`src/rtl/fifo_uart_pkg.sv`:
```
// Shared types and constants for the FIFO-fed UART transmitter.
// Holds the frame FSM state encoding and a frame-length helper.
package fifo_uart_pkg;

  localparam int DATA_BITS = 8;

  typedef enum logic [2:0] {
    IDLE,
    POP,
    LATCH,
    START,
    DATA,
    PARITY,
    STOP
  } tx_state_e;

  function automatic int frame_len(input int clks_per_bit, input int parity_en,
                                   input int stop_bits);
    return clks_per_bit * (1 + DATA_BITS + parity_en + stop_bits);
  endfunction

endpackage

```
`src/rtl/uart_baud_cnt.sv`:
```
// Bit-period counter: counts 0..CLKS_PER_BIT-1 after a clear and holds at the
// terminal count, flagging bit_tick there until the next clear.
module uart_baud_cnt #(
  parameter int CLKS_PER_BIT = 16
) (
  input  logic clk,
  input  logic rst,
  input  logic clr,
  output logic bit_tick
);

  localparam int CNT_W = $clog2(CLKS_PER_BIT);
  localparam logic [CNT_W-1:0] TERM = CNT_W'(CLKS_PER_BIT - 1);

  logic [CNT_W-1:0] cnt;

  always_ff @(posedge clk or negedge rst) begin
    if (!rst) begin
      cnt <= '0;
    end else if (clr) begin
      cnt <= '0;
    end else if (cnt != TERM) begin
      cnt <= cnt + 1'b1;
    end
  end

  assign bit_tick = (cnt == TERM);

endmodule

```
`src/rtl/fifo_uart_tx.sv`:
```
// Pops bytes from the upstream FIFO and sends them as start/data/parity/stop
// frames on a registered tx line.
//
// state  | meaning
// IDLE   | line high, waiting for tx_en and a non-empty FIFO
// POP    | read strobe high for one cycle
// LATCH  | capture FIFO read data and its parity
// START  | start bit (low)
// DATA   | eight data bits, LSB first
// PARITY | even parity bit (only when PARITY_EN)
// STOP   | STOP_BITS stop bits, frame_done in the last cycle
module fifo_uart_tx
  import fifo_uart_pkg::*;
#(
  parameter int CLKS_PER_BIT = 16,
  parameter int PARITY_EN    = 0,
  parameter int STOP_BITS    = 1
) (
  input  logic                 clk,
  input  logic                 rst,
  input  logic                 tx_en,
  input  logic                 fifo_empty,
  input  logic [DATA_BITS-1:0] fifo_data,
  output logic                 fifo_rd_en,
  output logic                 tx,
  output logic                 busy,
  output logic                 frame_done
);

  tx_state_e            state, state_nxt;
  logic [DATA_BITS-1:0] shift_reg, shift_nxt;
  logic [2:0]           bit_cnt, bit_cnt_nxt;
  logic                 parity, parity_nxt;
  logic                 tx_nxt;
  logic                 bit_tick;
  logic                 baud_clr;
  logic                 start_ok;

  assign start_ok = tx_en && !fifo_empty;
  assign busy     = (state != IDLE);

  uart_baud_cnt #(.CLKS_PER_BIT(CLKS_PER_BIT)) u_baud (
    .clk      (clk),
    .rst      (rst),
    .clr      (baud_clr),
    .bit_tick (bit_tick)
  );

  always_comb begin
    state_nxt   = state;
    shift_nxt   = shift_reg;
    bit_cnt_nxt = bit_cnt;
    parity_nxt  = parity;
    frame_done  = 1'b0;
    tx_nxt      = 1'b1;
    case (state)
      IDLE: begin
        if (start_ok) state_nxt = POP;
      end
      POP: state_nxt = LATCH;
      LATCH: begin
        shift_nxt  = fifo_data;
        parity_nxt = ^fifo_data;
        state_nxt  = START;
      end
      START: begin
        if (bit_tick) begin
          bit_cnt_nxt = '0;
          state_nxt   = DATA;
        end
      end
      DATA: begin
        if (bit_tick) begin
          shift_nxt = shift_reg >> 1;
          if (bit_cnt == 3'(DATA_BITS - 1)) begin
            bit_cnt_nxt = '0;
            if (PARITY_EN != 0) state_nxt = PARITY;
            else                state_nxt = STOP;
          end else begin
            bit_cnt_nxt = bit_cnt + 3'd1;
          end
        end
      end
      PARITY: begin
        if (bit_tick) begin
          bit_cnt_nxt = '0;
          state_nxt   = STOP;
        end
      end
      STOP: begin
        // bit_cnt counts stop bits here so two stop bits need no extra timer
        if (bit_tick) begin
          if (bit_cnt == 3'(STOP_BITS - 1)) begin
            frame_done  = 1'b1;
            bit_cnt_nxt = '0;
            if (start_ok) state_nxt = POP;
            else          state_nxt = IDLE;
          end else begin
            bit_cnt_nxt = bit_cnt + 3'd1;
          end
        end
      end
      default: state_nxt = IDLE;
    endcase

    case (state_nxt)
      START:   tx_nxt = 1'b0;
      DATA:    tx_nxt = shift_nxt[0];
      PARITY:  tx_nxt = parity_nxt;
      default: tx_nxt = 1'b1;
    endcase

    baud_clr = (state_nxt != state) || bit_tick;
  end

  always_ff @(posedge clk or negedge rst) begin
    if (!rst) begin
      state      <= IDLE;
      shift_reg  <= '0;
      bit_cnt    <= '0;
      parity     <= 1'b0;
      tx         <= 1'b1;
      fifo_rd_en <= 1'b0;
    end else begin
      state      <= state_nxt;
      shift_reg  <= shift_nxt;
      bit_cnt    <= bit_cnt_nxt;
      parity     <= parity_nxt;
      tx         <= tx_nxt;
      fifo_rd_en <= (state_nxt == POP);
    end
  end

endmodule

```
`config.mk`:
```
export PLATFORM = sky130hd
export DESIGN_NAME = fifo_uart_tx
export DESIGN_NICKNAME = d
export VERILOG_FILES = /design/src/rtl/fifo_uart_pkg.sv /design/src/rtl/uart_baud_cnt.sv /design/src/rtl/fifo_uart_tx.sv
export SDC_FILE = /design/constraint.sdc
export NUM_CORES = 1
export LEC_CHECK = 0
export BUFFER_PORTS_ARGS = -buffer_cell sky130_fd_sc_hd__buf_4
export CAP_MARGIN = 20
export CORE_MARGIN = 5
export CORE_UTILIZATION = 50
export DETAILED_ROUTE_END_ITERATION = 8
export PLACE_DENSITY = 0.7
export SYNTH_ARGS = -nofsm -noshare
export SYNTH_HDL_FRONTEND = slang
export SYNTH_HIERARCHICAL = 1
export SYNTH_SLANG_ARGS = --single-unit
export TNS_END_PERCENT = 30
```
`constraint.sdc`:
```
create_clock -name clk -period 2.7 [get_ports clk]
set_input_delay 0.135 -clock clk [delete_from_list [all_inputs] [get_ports clk]]
set_output_delay 0.135 -clock clk [all_outputs]
set_load 0.05 [all_outputs]
```
Word level (Yosys, flattened, before mapping)
Cells that the tools add are included.
{ "word_totals": {"inputBits": 12, "word_cells": 64, "reg_bits": 21} }
{ "classes": {"n_addsub": 2, "eq_ne": 17, "reduce_logical": 13, "n_mux": 24} }
{ "ops": {"columns": ["operator", "count"], "rows": [
  ["3-bit 2-to-1 mux", 12],
  ["3-bit case mux with 7 select lines", 1],
  ["3-bit == test (second input constant)", 6],
  ["8-bit case mux with 2 select lines", 1],
  ["3-bit by 2-bit == test with 1-bit output (second input constant)", 3],
  ["3-bit case mux with 3 select lines", 1],
  ["4-bit 2-to-1 mux", 2],
  ["8-bit 2-to-1 mux", 1],
  ["8-bit parity", 1],
  ["3-bit by 1-bit == test with 1-bit output (second input constant)", 2],
  ["3-bit zero test", 2],
  ["3-bit nonzero test", 2],
  ["1-bit 2-to-1 mux", 5],
  ["4-bit by 1-bit adder with 4-bit output (second input constant)", 1],
  ["4-bit == test (second input constant)", 1],
  ["2-bit inequality test (second input constant)", 2],
  ["4-bit inequality test (second input constant)", 1],
  ["4-bit AND reduction", 1],
  ["2-bit nonzero test", 2],
  ["3-bit by 1-bit adder with 3-bit output (second input constant)", 1],
  ["3-bit inequality test", 1],
  ["1-bit case mux with 3 select lines", 1],
  ["2-bit by 1-bit inequality test with 1-bit output (second input constant)", 1],
  ["2-bit AND reduction", 1],
  ["other kinds (4)", 4]
]} }

Depth between registers and ports, before layout
Gate-level depths: netlist of run 1.
{ "logic_depth": {"word_depth": 9, "ltp_mapped": 9, "depth_no_buf": 8} }

Modules after synthesis
The synthesis of run 1 kept the hierarchy.
{ "modules_own_cells": {"columns": ["module", "cells_each", "area_per_inst_um2", "instances", "seq_area_each_um2"], "rows": [
  ["fifo_uart_tx", 109, 1036.0, 1, 426.7],
  ["uart_baud_cnt", 19, 215.2, 1, 100.1]
]} }

Least setup slack after synthesis of run 1
No wires, ideal clock.
{ "synth_path": {"path_type": "register to register", "startpoint": "reg u_baud.cnt[0]", "endpoint": "reg u_baud.cnt[1]", "t_arrival_ns": 1.898, "path_stages_with_launch": 10, "required_ns": 2.578, "synth_period_minus_slack_ns": 2.021, "setup_slack_ns": 0.679, "n_path_buf": 1, "setup_time_ns": 0.122, "path_cell_list": "dfrtp_1 > ha_1 > and3_4 > buf_2 > nor2b_1 > nor3_2 > o31a_1 > o21bai_1 > nand2b_1 > mux2i_1"} }
{ "synth_via": {"elab_chain_cells": 6, "word_cells_on_any_way": 13} }
{ "synth_rtl": {"columns": ["element", "line_no", "text"], "rows": [
  ["from (decl)", "uart_baud_cnt.sv:15", "logic [CNT_W-1:0] cnt;"],
  ["from (signal assigned)", "uart_baud_cnt.sv:23", "cnt <= cnt + 1'b1;"],
  ["4-bit == test (*)", "uart_baud_cnt.sv:27", "assign bit_tick = (cnt == TERM);"],
  ["via bit_tick", "fifo_uart_tx.sv:35", "logic bit_tick;"],
  ["3-bit 2-to-1 mux, on equally long branches", null, null],
  ["3-bit case mux with 7 select lines", "fifo_uart_tx.sv:56", "case (state)"],
  ["3-bit inequality test", "fifo_uart_tx.sv:113", "baud_clr = (state_nxt != state) || bit_tick;"],
  ["1-bit logical OR (*)", "fifo_uart_tx.sv:113", null],
  ["via baud_clr", "fifo_uart_tx.sv:36", "logic baud_clr;"],
  ["4-bit 2-to-1 mux or 2-bit nonzero test (tied branches)", null, null]
]} }
Mark *: on every way through the listed nets, which the timed path passes. The rest lies on a longest branch. The select of a mux whose other input is x is not followed.
A chain may end at the register's enable or synchronous reset.

Worst setup path after layout of run 1
Ends and elaborated chain as after synthesis.

==> flow_metrics.env, run 1 <==
export IMPL_outcome="completed"
export IMPL_cap_violations=0
export IMPL_pin_count=16
export IMPL_area_growth_synth_to_final_pct=13.00
export IMPL_r2r_end="u_baud/cnt[1]$_DFFE_PN0P_"
export IMPL_fin_setup_tns_ns=0
export IMPL_power_density_mw_per_mm2=383.5
export IMPL_rr_startpoint="u_baud/cnt[0]$_DFFE_PN0P_"
export IMPL_first_iter_violations=30
export IMPL_die_height_microns=60.03
export IMPL_fp_coreArea_sq_mm=0.002432
export IMPL_postCtsSetupBuffers=0
export IMPL_synth_main_ff_cell="dfrtp_1"
export IMPL_hp_class="in2reg"
export IMPL_relSlewSlack_pct=67.06
export IMPL_grt_max_degree=22
export IMPL_slew_violations=0
export IMPL_finalCritPeriodShare_pct=79.43
export IMPL_path_class="reg2reg"
export IMPL_finalClockSkew_ns=0.004532
export IMPL_cp_num_buf_inv=0
export IMPL_synth_fp_nets=144
export IMPL_via_per_inst=5.667
export IMPL_synth_edff_count=0
export IMPL_wire_per_inst_microns=14.32
export IMPL_nets=161
export IMPL_hold_viol=0
export IMPL_vias=986
export IMPL_htree_levels=1
export IMPL_cts_sinks=21
export IMPL_grt_total_usage_pct=16.14
export IMPL_fp_dieArea_sq_mm=0.003603
export IMPL_crit_arrival_ns=2.33
export IMPL_fin_crit_ns=2.145
export IMPL_fin_ws_ns=0.5553
export IMPL_clk_pin_slew_ns=0.11
export IMPL_finalPower_uw=542.2
export IMPL_vdd_ir_drop_max_mv=0.2287
export IMPL_largest_reg_flops=8
export IMPL_start_util_pct=51.44
export IMPL_grt_pass1_wl_microns=4429
export IMPL_rsz0062_at_grt="false"
export IMPL_synth_seq_cells=21
export IMPL_cts_tree="built"
export IMPL_num_rows=18
export IMPL_dr_pass1_iters=4
export IMPL_worst_path_stages=8
export IMPL_required_ns=2.89
export IMPL_critPathLaunchType="register"
export IMPL_post_route_cell_area_sq_mm=0.001414
export IMPL_diodes=0
export IMPL_clkLatencyLatePin_ns=0.29
export IMPL_die_w_microns=60.03
export IMPL_crit_path_end_kind="register"
export IMPL_cellLeakagePower_nw=0.6333
export IMPL_cts_buffer_depth=2
export IMPL_cts_buffers=3
export IMPL_crit_path_end="u_baud/cnt[1]$_DFFE_PN0P_"
export IMPL_place_congestion=0.7871
export IMPL_post_place_ws_ns=0.5953
export IMPL_netlist_area_sq_mm=0.001251
export IMPL_reg2regPathDepth=8
export IMPL_crit_chain="ha_1 -> and3_4 -> nor2b_1 -> nor3_2 -> o31a_1 -> o21bai_1 -> nand2b_1 -> mux2i_1"
export IMPL_yosysSeqAreaShare_pct=42.10
export IMPL_tightestPinTransition_ns=0.4920
export IMPL_totalWireLength_microns=2492
export IMPL_grt_pass1_vias=1022
export IMPL_max_stage_delay_ns=0.43
export IMPL_synthArstFlopShare_pct=100.0
export IMPL_netlist_instances=128
export IMPL_place_area_sq_mm=0.001378
export IMPL_setup_viol=0
export IMPL_cts_root_buf="clkbuf_4"
export IMPL_cp_top_family="compound AO/OA/AOI/OAI gates"
export IMPL_syn_avg_cell_area_sq_um=9.775
export IMPL_critical_path_startpoint="u_baud/cnt[0]$_DFFE_PN0P_"
export IMPL_whs_ns=0.06386
export IMPL_gr_total_overflow=0
export IMPL_ant_nets=0
export IMPL_dpl_hpwl_microns=1860
export IMPL_synth_cell_types=46
export IMPL_crit_slowest_cell="dfrtp_1"
export IMPL_crit_fanout=12
export IMPL_fmax_mhz=466.3
export IMPL_r2r_slack_ns=0.56
export IMPL_drive_gt1_share_pct=20.83
export IMPL_portBuffers=15
export IMPL_antenna_found_initial=0
export IMPL_remaining_drc_errors=0
export IMPL_whs_path_depth=3
export IMPL_synth_warnings=6
-- power by group --
| group | internal (mW) | total [mW] | leakage (nW) | switching, mW |
|---|---|---|---|---|
| sequential | 0.327 | 0.332 | 0.243 | 0.00479 |
| clock | 0.0574 | 0.148 | 0.0150 | 0.0907 |
| combinational | 0.0314 | 0.0624 | 0.375 | 0.0310 |
| total | 0.416 | 0.542 | 0.633 | 0.126 |
-- layout by cell type (no fill, tap or decap), types with 2 or more instances in the layout --
cell type  Yosys  final
and3b_1        2      2
nor2b_1        3      3
dfrtp_1       20     20
nor2_1         5      5
clkbuf_4       0      3
buf_4          1     17
a22o_1         2      2
xnor2_1        7      7
a21oi_1        5      5
o21ai_0        4      4
inv_1          7      7
nor3_1         3      3
ha_1           4      4
a22oi_1        6      6
o21bai_1       2      2
o31a_1         2      2
nand2b_1       4      4
a21boi_0       2      2
nand2_1       18     18
-- metrics by stage --
| step | std cells | utilization [%] |
|---|---|---|
| after floorplan | 128 | - |
| final | 174 | 58.13 |
| after CTS | 174 | 58.13 |
| after detailed placement | 169 | 56.64 |
| after global placement | 169 | 56.64 |
| after global routing | 174 | 58.13 |
-- per-layer routing --
layer	wire length, microns	share of wire, %	GRT usage, %	vias to the layer above
met2	1213	49	25.77	24
met5	0	0	0	-
met4	27	1.1	6.962	0
li1	-	-	-	491
met3	117	4.7	1.512	2
met1	1133	45	22.16	469
-- worst min-delay path, cell delays in order --
cell	delay, ns
buf_4	0.10
a221oi_2	0.06
inv_1	0.04
-- final cells by class --
class	count	area [sq um]
inverter	7	26.28
multi-input combinational	94	659.4
sequential	21	526.8
tap	30	37.54
timing repair buffer	18	137.6
clock buffer	4	26.28
fill	235	1018
-- how the worst min path moves through the flow --
stage                            start                        to  slack [ns]
final                     fifo_data[0]    shift_reg[0]$_DFF_PN0_        0.06
after global routing      fifo_data[3]  shift_reg[3]$_DFFE_PN0P_        0.06
after CTS                 fifo_data[4]  shift_reg[4]$_DFFE_PN0P_        0.06
after detailed placement           rst  shift_reg[5]$_DFFE_PN0P_        0.03
after global placement             rst  shift_reg[5]$_DFFE_PN0P_        0.03
after floorplan                    rst    bit_cnt[0]$_DFFE_PN0P_       -0.16
-- cell usage after synthesis (3+ instances only) --
master    count  area [sq um]
dfrtp_1      20         500.5
nand2_1      18         67.56
inv_1         7         26.28
xnor2_1       7         61.31
a22oi_1       6         45.04
a21oi_1       5         25.02
nor2_1        5         18.77
buf_2         4         20.02
ha_1          4         50.05
nand2b_1      4         25.02
o21ai_0       4         20.02
nor2b_1       3         18.77
nor3_1        3         15.01
-- kinds of logic (layout without fill, tap and decap cells) --
group	count (synthesis)	after routing	share of synthesized area, %
AO/OA/AOI/OAI	32	32	19.40
XOR/XNOR	7	7	4.900
adder cells (fa/ha/maj)	4	4	4.000
buffers and inverters	13	29	5.201
flip-flops	21	21	42.10
multiplexers	1	1	0.8000
AND/OR/NAND/NOR	50	50	23.60
-- what timing repair did --
item | in CTS | in global routing
endpoints found under the setup margin | 0 | 0
gates resized for setup | 0 | 0
endpoints found under the hold margin | 21 | 0
hold buffers | 1 | 0
Power figures use the tool's default switching activity.
==> inputs of run 2 (changes only) <==
- PLACE_DENSITY: 0.7 -> 0.73
- clock period: 2.7 -> 1.8 ns (I/O delays scaled with it)
==> run 2 against run 1 <==
Net effect:
- combinational power grew 51%
- core utilization grew 10 points
- worst hold slack lost 0.041 ns
- maximum frequency grew 22%
- worst setup slack lost 0.52 ns
- clock-buffer cell count is the same
- sequential cell count is the same
- first-iteration DRC count grew 37%
- final cell count grew 11%
==> flow_metrics.env, run 2 (synthesized netlist as in run 1, its figures left out) <==
export IMPL_outcome="completed"
export IMPL_critPathLaunchType="register"
export IMPL_relSlewSlack_pct=62.71
export IMPL_cellLeakagePower_nw=0.7468
export IMPL_crit_arrival_ns=1.96
export IMPL_crit_path_end_kind="register"
export IMPL_cp_top_family="compound AO/OA/AOI/OAI gates"
export IMPL_grt_pass1_vias=978
export IMPL_cp_num_buf_inv=0
export IMPL_cts_buffers=3
export IMPL_area_growth_synth_to_final_pct=33.10
export IMPL_finalClockSkew_ns=0.001353
export IMPL_cts_tree="built"
export IMPL_fin_crit_ns=1.765
export IMPL_num_fill_cells=185
export IMPL_whs_ns=0.02252
export IMPL_clkLatencyLatePin_ns=0.29
export IMPL_power_density_mw_per_mm2=488.2
export IMPL_grt_max_degree=22
export IMPL_start_util_pct=51.44
export IMPL_post_place_ws_ns=-0.05146
export IMPL_crit_fanout=4
export IMPL_gr_total_overflow=0
export IMPL_fmax_mhz=566.7
export IMPL_dpl_hpwl_microns=1891
export IMPL_place_congestion=0.7861
export IMPL_setup_viol=0
export IMPL_clk_pin_slew_ns=0.11
export IMPL_hp_class="in2reg"
export IMPL_grt_total_usage_pct=15.46
export IMPL_pin_count=16
export IMPL_dr_pass1_iters=4
export IMPL_cts_root_buf="clkbuf_4"
export IMPL_drive_gt1_share_pct=38.65
export IMPL_largest_reg_flops=8
export IMPL_rsz0062_at_grt="true"
export IMPL_final_cells=193
export IMPL_max_stage_delay_ns=0.42
export IMPL_crit_slowest_cell="dfrtp_1"
export IMPL_hold_viol=0
export IMPL_vias=1058
export IMPL_tightestPinTransition_ns=0.5593
export IMPL_antenna_found_initial=0
export IMPL_placed_cells=181
export IMPL_regArea_sq_um=526.8
export IMPL_required_ns=2.00
export IMPL_slew_violations=0
export IMPL_first_iter_violations=41
export IMPL_cap_violations=0
export IMPL_nets=180
export IMPL_multi_input_area_sq_um=775.7
export IMPL_portBuffers=15
export IMPL_ant_nets=0
export IMPL_fin_ws_ns=0.03530
export IMPL_die_w_microns=60.03
export IMPL_totalWireLength_microns=2741
export IMPL_crit_chain="ha_2 -> ha_4 -> a21oi_4 -> nor3_4 -> o31a_1 -> o21bai_2 -> nand2b_4 -> mux2i_1"
export IMPL_grt_pass1_wl_microns=4167
export IMPL_die_height_microns=60.03
export IMPL_path_class="reg2reg"
export IMPL_remaining_drc_errors=0
export IMPL_vdd_ir_drop_max_mv=0.3654
export IMPL_diodes=0
export IMPL_final_common_cell="buf_4"
export IMPL_num_rows=18
export IMPL_final_cell_mix="35 x buf_4, 20 x dfrtp_1, 17 x nand2_1, 7 x inv_1, 7 x xnor2_1"
export IMPL_finalPower_uw=813.1
export IMPL_fp_dieArea_sq_mm=0.003603
export IMPL_wire_per_inst_microns=14.20
export IMPL_htree_levels=1
export IMPL_fin_setup_tns_ns=0
export IMPL_fp_coreArea_sq_mm=0.002432
export IMPL_cts_buffer_depth=2
export IMPL_via_per_inst=5.482
export IMPL_cts_sinks=21
export IMPL_finalCritPeriodShare_pct=98.04
-- run 2: repair_timing --
item / CTS / global route
setup endpoints to repair: 13 / 15
hold buffers: 1 / 0
pin swaps: 1 / 9
resized for setup: 4 / 14
endpoints found under the hold margin: 21 / 0
gates cloned: 0 / 1
setup buffers: 4 / 3
-- run 2: power by group --
group	internal (mW)	switching (mW)
registers	0.490	0.00723
clock network	0.0862	0.135
logic	0.0472	0.0472
total	0.624	0.189
-- run 2: worst paths after layout --
| path | start | to | slack, ns | cells after the start |
|---|---|---|---|---|
| min in group asynchronous | rst | shift_reg[3]$_DFFE_PN0P_ | 0.20 | 2 |
| hold / removal | fifo_data[4] | shift_reg[4]$_DFFE_PN0P_ | 0.02 | 3 |
| max in group asynchronous | rst | tx$_DFF_PN1_ | 1.32 | 2 |
| hold reg to reg | shift_reg[5]$_DFFE_PN0P_ | shift_reg[5]$_DFFE_PN0P_ | 0.49 | 2 |
| setup reg to reg | bit_cnt[1]$_DFFE_PN0P_ | u_baud/cnt[1]$_DFFE_PN0P_ | 0.04 | 8 |
| setup / recovery | bit_cnt[1]$_DFFE_PN0P_ | u_baud/cnt[1]$_DFFE_PN0P_ | 0.04 | 8 |
-- run 2: cell type report --
cell class                 instances  area share [%]
multi-input combinational         95           46.58
sequential                        21           31.63
timing repair buffer              36           16.38
tap                               30           2.254
clock buffer                       4           1.578
inverter                           7           1.578
-- run 2: worst register-to-register path, delay by kind of cell (launching register included) --
kind	cells	cell delay, ns
multiplexers	1	0.05
AO/OA/AOI/OAI	3	0.58
AND/OR/NAND/NOR	2	0.22
flip-flops	1	0.42
adder cells (fa/ha/maj)	2	0.38
-- run 2: through the flow --
| step | utilization, % | cell area (sq um) |
|---|---|---|
| after global routing | 68.47 | 1665 |
| after detailed placement | 61.01 | 1484 |
| after floorplan | - | 1274 |
| after CTS | 64.61 | 1572 |
| final | 68.47 | 1665 |
| after global placement | 61.01 | 1484 |
-- run 2: layer usage --
layer	vias to the layer above	GRT usage [%]	share of wire, %	routed length (microns)
met5	-	0	0	0
met4	0	6.646	0.99	27
met3	2	1.296	3.8	103
met2	17	26.70	47	1292
met1	515	19.54	48	1318
li1	524	-	-	-
==> inputs of run 3 (changes only) <==
- clock period: 1.8 -> 1.5 ns (I/O delays scaled with it)
==> run 3 against run 2 <==
Net effect:
- the flow now finishes with violations (setup timing)
- largest cell class unchanged
- worst hold slack got worse by 0.015 ns
- largest power group unchanged
- first-iteration DRC count increased by 17%
- sequential power increased by 20%
==> flow_metrics.env, run 3 (synthesized netlist as in run 1, its figures left out) <==
export IMPL_wl_met2_microns=1792
export IMPL_hold_viol=0
export IMPL_grt_pass1_vias=1239
export IMPL_fin_ws_ns=-0.2906
export IMPL_dpl_hpwl_microns=2325
export IMPL_start_util_pct=51.44
export IMPL_cts_root_buf="clkbuf_4"
export IMPL_fin_setup_tns_ns=-2.874
export IMPL_path_class="reg2reg"
export IMPL_ant_nets=0
export IMPL_fmax_mhz=558.5
export IMPL_first_iter_violations=48
export IMPL_cellLeakagePower_nw=0.8192
export IMPL_wire_per_inst_microns=16.26
export IMPL_slew_violations=0
export IMPL_finalCritPeriodShare_pct=119.4
export IMPL_die_height_microns=60.03
export IMPL_via_per_inst=5.726
export IMPL_r2r_slack_ns=-0.29
export IMPL_hp_class="in2reg"
export IMPL_grt_pass1_wl_microns=5582
export IMPL_crit_chain="ha_4 -> and3_4 -> buf_4 -> a21boi_0 -> o21bai_1 -> nand2_1 -> buf_4 -> o211ai_2"
export IMPL_die_w_microns=60.03
export IMPL_grt_total_usage_pct=21.07
export IMPL_outcome="finished with violations"
export IMPL_crit_arrival_ns=2.02
export IMPL_crit_path_end_kind="register"
export IMPL_portBuffers=15
export IMPL_num_rows=18
export IMPL_cts_tree="built"
export IMPL_cts_buffers=3
export IMPL_hold_path_end="shift_reg[4]$_DFFE_PN0P_"
export IMPL_path_common_cell="buf_4"
export IMPL_power_density_mw_per_mm2=535.7
export IMPL_r2r_end="tx$_DFF_PN1_"
export IMPL_final_cells=208
export IMPL_clkLatencyLatePin_ns=0.30
export IMPL_clk_pin_slew_ns=0.12
export IMPL_highest_layer="met4"
export IMPL_required_ns=1.73
export IMPL_gr_total_overflow=0
export IMPL_finalClockSkew_ns=0.006158
export IMPL_largest_reg_flops=8
export IMPL_post_route_cell_area_sq_mm=0.001851
export IMPL_nets=195
export IMPL_totalWireLength_microns=3382
export IMPL_whs_path_depth=3
export IMPL_cap_violations=0
export IMPL_area_growth_synth_to_final_pct=47.90
export IMPL_max_stage_delay_ns=0.43
export IMPL_violations="setup timing"
export IMPL_met1_length_microns=1378
export IMPL_fp_coreArea_sq_mm=0.002432
export IMPL_setup_viol=17
export IMPL_wl_met3_microns=112
export IMPL_rr_startpoint="u_baud/cnt[0]$_DFFE_PN0P_"
export IMPL_htree_levels=1
export IMPL_diodes=0
export IMPL_reg2regPathDepth=8
export IMPL_drive_gt1_share_pct=48.31
export IMPL_crit_fanout=5
export IMPL_place_congestion=0.7777
export IMPL_num_fill_cells=170
export IMPL_cp_top_family="compound AO/OA/AOI/OAI gates"
export IMPL_dr_pass1_iters=4
export IMPL_vdd_ir_drop_max_mv=0.4135
export IMPL_crit_slowest_cell="dfrtp_1"
export IMPL_pin_count=16
export IMPL_antenna_found_initial=0
export IMPL_cts_buffer_depth=2
export IMPL_relSlewSlack_pct=79.09
export IMPL_grt_max_degree=22
export IMPL_cp_num_buf_inv=2
export IMPL_whs_ns=0.007969
export IMPL_placed_cells=195
export IMPL_vias=1191
export IMPL_remaining_drc_errors=0
export IMPL_fin_crit_ns=1.791
export IMPL_rsz0062_at_grt="true"
export IMPL_place_area_sq_mm=0.001592
export IMPL_hold_start="fifo_data[4]"
export IMPL_cts_sinks=21
export IMPL_critPathLaunchType="register"
export IMPL_final_common_cell="buf_4"
export IMPL_final_cell_mix="43 x buf_4, 17 x dfrtp_1, 15 x nand2_1, 7 x xnor2_1, 6 x inv_1"
export IMPL_fp_dieArea_sq_mm=0.003603
export IMPL_tightestPinTransition_ns=0.3104
run 3: cell types whose count changed in the layout (fill, tap and decap cells not counted), sizes merged:
cell | previous run | this run
buf | 35 | 46
dlygate4sd3 | 1 | 5
clkinv | 0 | 1
clkbuf | 4 | 3
run 3: cell type report:
| class | count | area, sq um | area share (%) |
|---|---|---|---|
| tap | 30 | 37.54 | 2.028 |
| multi-input combinational | 95 | 822.0 | 44.42 |
| sequential | 21 | 530.5 | 28.67 |
| clock buffer | 3 | 22.52 | 1.217 |
| clock inverter | 1 | 5.005 | 0.2705 |
| inverter | 7 | 26.28 | 1.420 |
| timing repair buffer | 51 | 406.6 | 21.97 |
run 3: stage by stage:
stage | power [mW] | utilization, % | setup WS [ns]
3_3_place_gp | 0.7147 | 65.43 | -0.2817
6_report | 0.9913 | 76.08 | -0.2906
5_1_grt | 1.045 | 76.08 | -0.3063
4_1_cts | 0.9999 | 72.38 | -0.2332
2_1_floorplan | 0.6672 | - | -0.3166
3_5_place_dp | 0.7208 | 65.43 | -0.3657
run 3: worst max path at each step:
| stage | start | to | depth (start not counted) | slack, ns |
|---|---|---|---|---|
| after floorplan | u_baud/cnt[0]$_DFFE_PN0P_ | u_baud/cnt[1]$_DFFE_PN0P_ | 9 | -0.32 |
| after global placement | bit_cnt[0]$_DFFE_PN0P_ | u_baud/cnt[1]$_DFFE_PN0P_ | 8 | -0.28 |
| after detailed placement | bit_cnt[0]$_DFFE_PN0P_ | u_baud/cnt[1]$_DFFE_PN0P_ | 8 | -0.37 |
| after CTS | u_baud/cnt[0]$_DFFE_PN0P_ | tx$_DFF_PN1_ | 7 | -0.23 |
| after global routing | u_baud/cnt[0]$_DFFE_PN0P_ | u_baud/cnt[1]$_DFFE_PN0P_ | 8 | -0.31 |
| final | u_baud/cnt[0]$_DFFE_PN0P_ | tx$_DFF_PN1_ | 8 | -0.29 |
run 3: power breakdown:
group          leakage [nW]  internal [mW]  switching [mW]  total (mW)
Clock                0.0177         0.0994           0.167       0.266
Sequential            0.240          0.588         0.00992       0.598
Combinational         0.562         0.0658          0.0613       0.127
Total                 0.819          0.754           0.238       0.991
run 3: layer usage:
metal	track usage [%]	vias up
met5	0	-
met4	9.494	0
met3	3.240	10
met2	38.27	32
met1	23.89	590
li1	-	559
run 3: what timing repair did:
action | CTS | global route
setup buffers | 2 | 1
hold buffers | 4 | 1
hold endpoints to repair | 24 | 1
pin swaps | 9 | 3
cloned | 1 | 0
resized for setup | 20 | 19
endpoints found under the setup margin | 19 | 23
run 3: tightest hold or removal path: stages:
cell and delay [ns]:
buf_4 0.09, a22oi_1 0.06, nand2_1 0.06
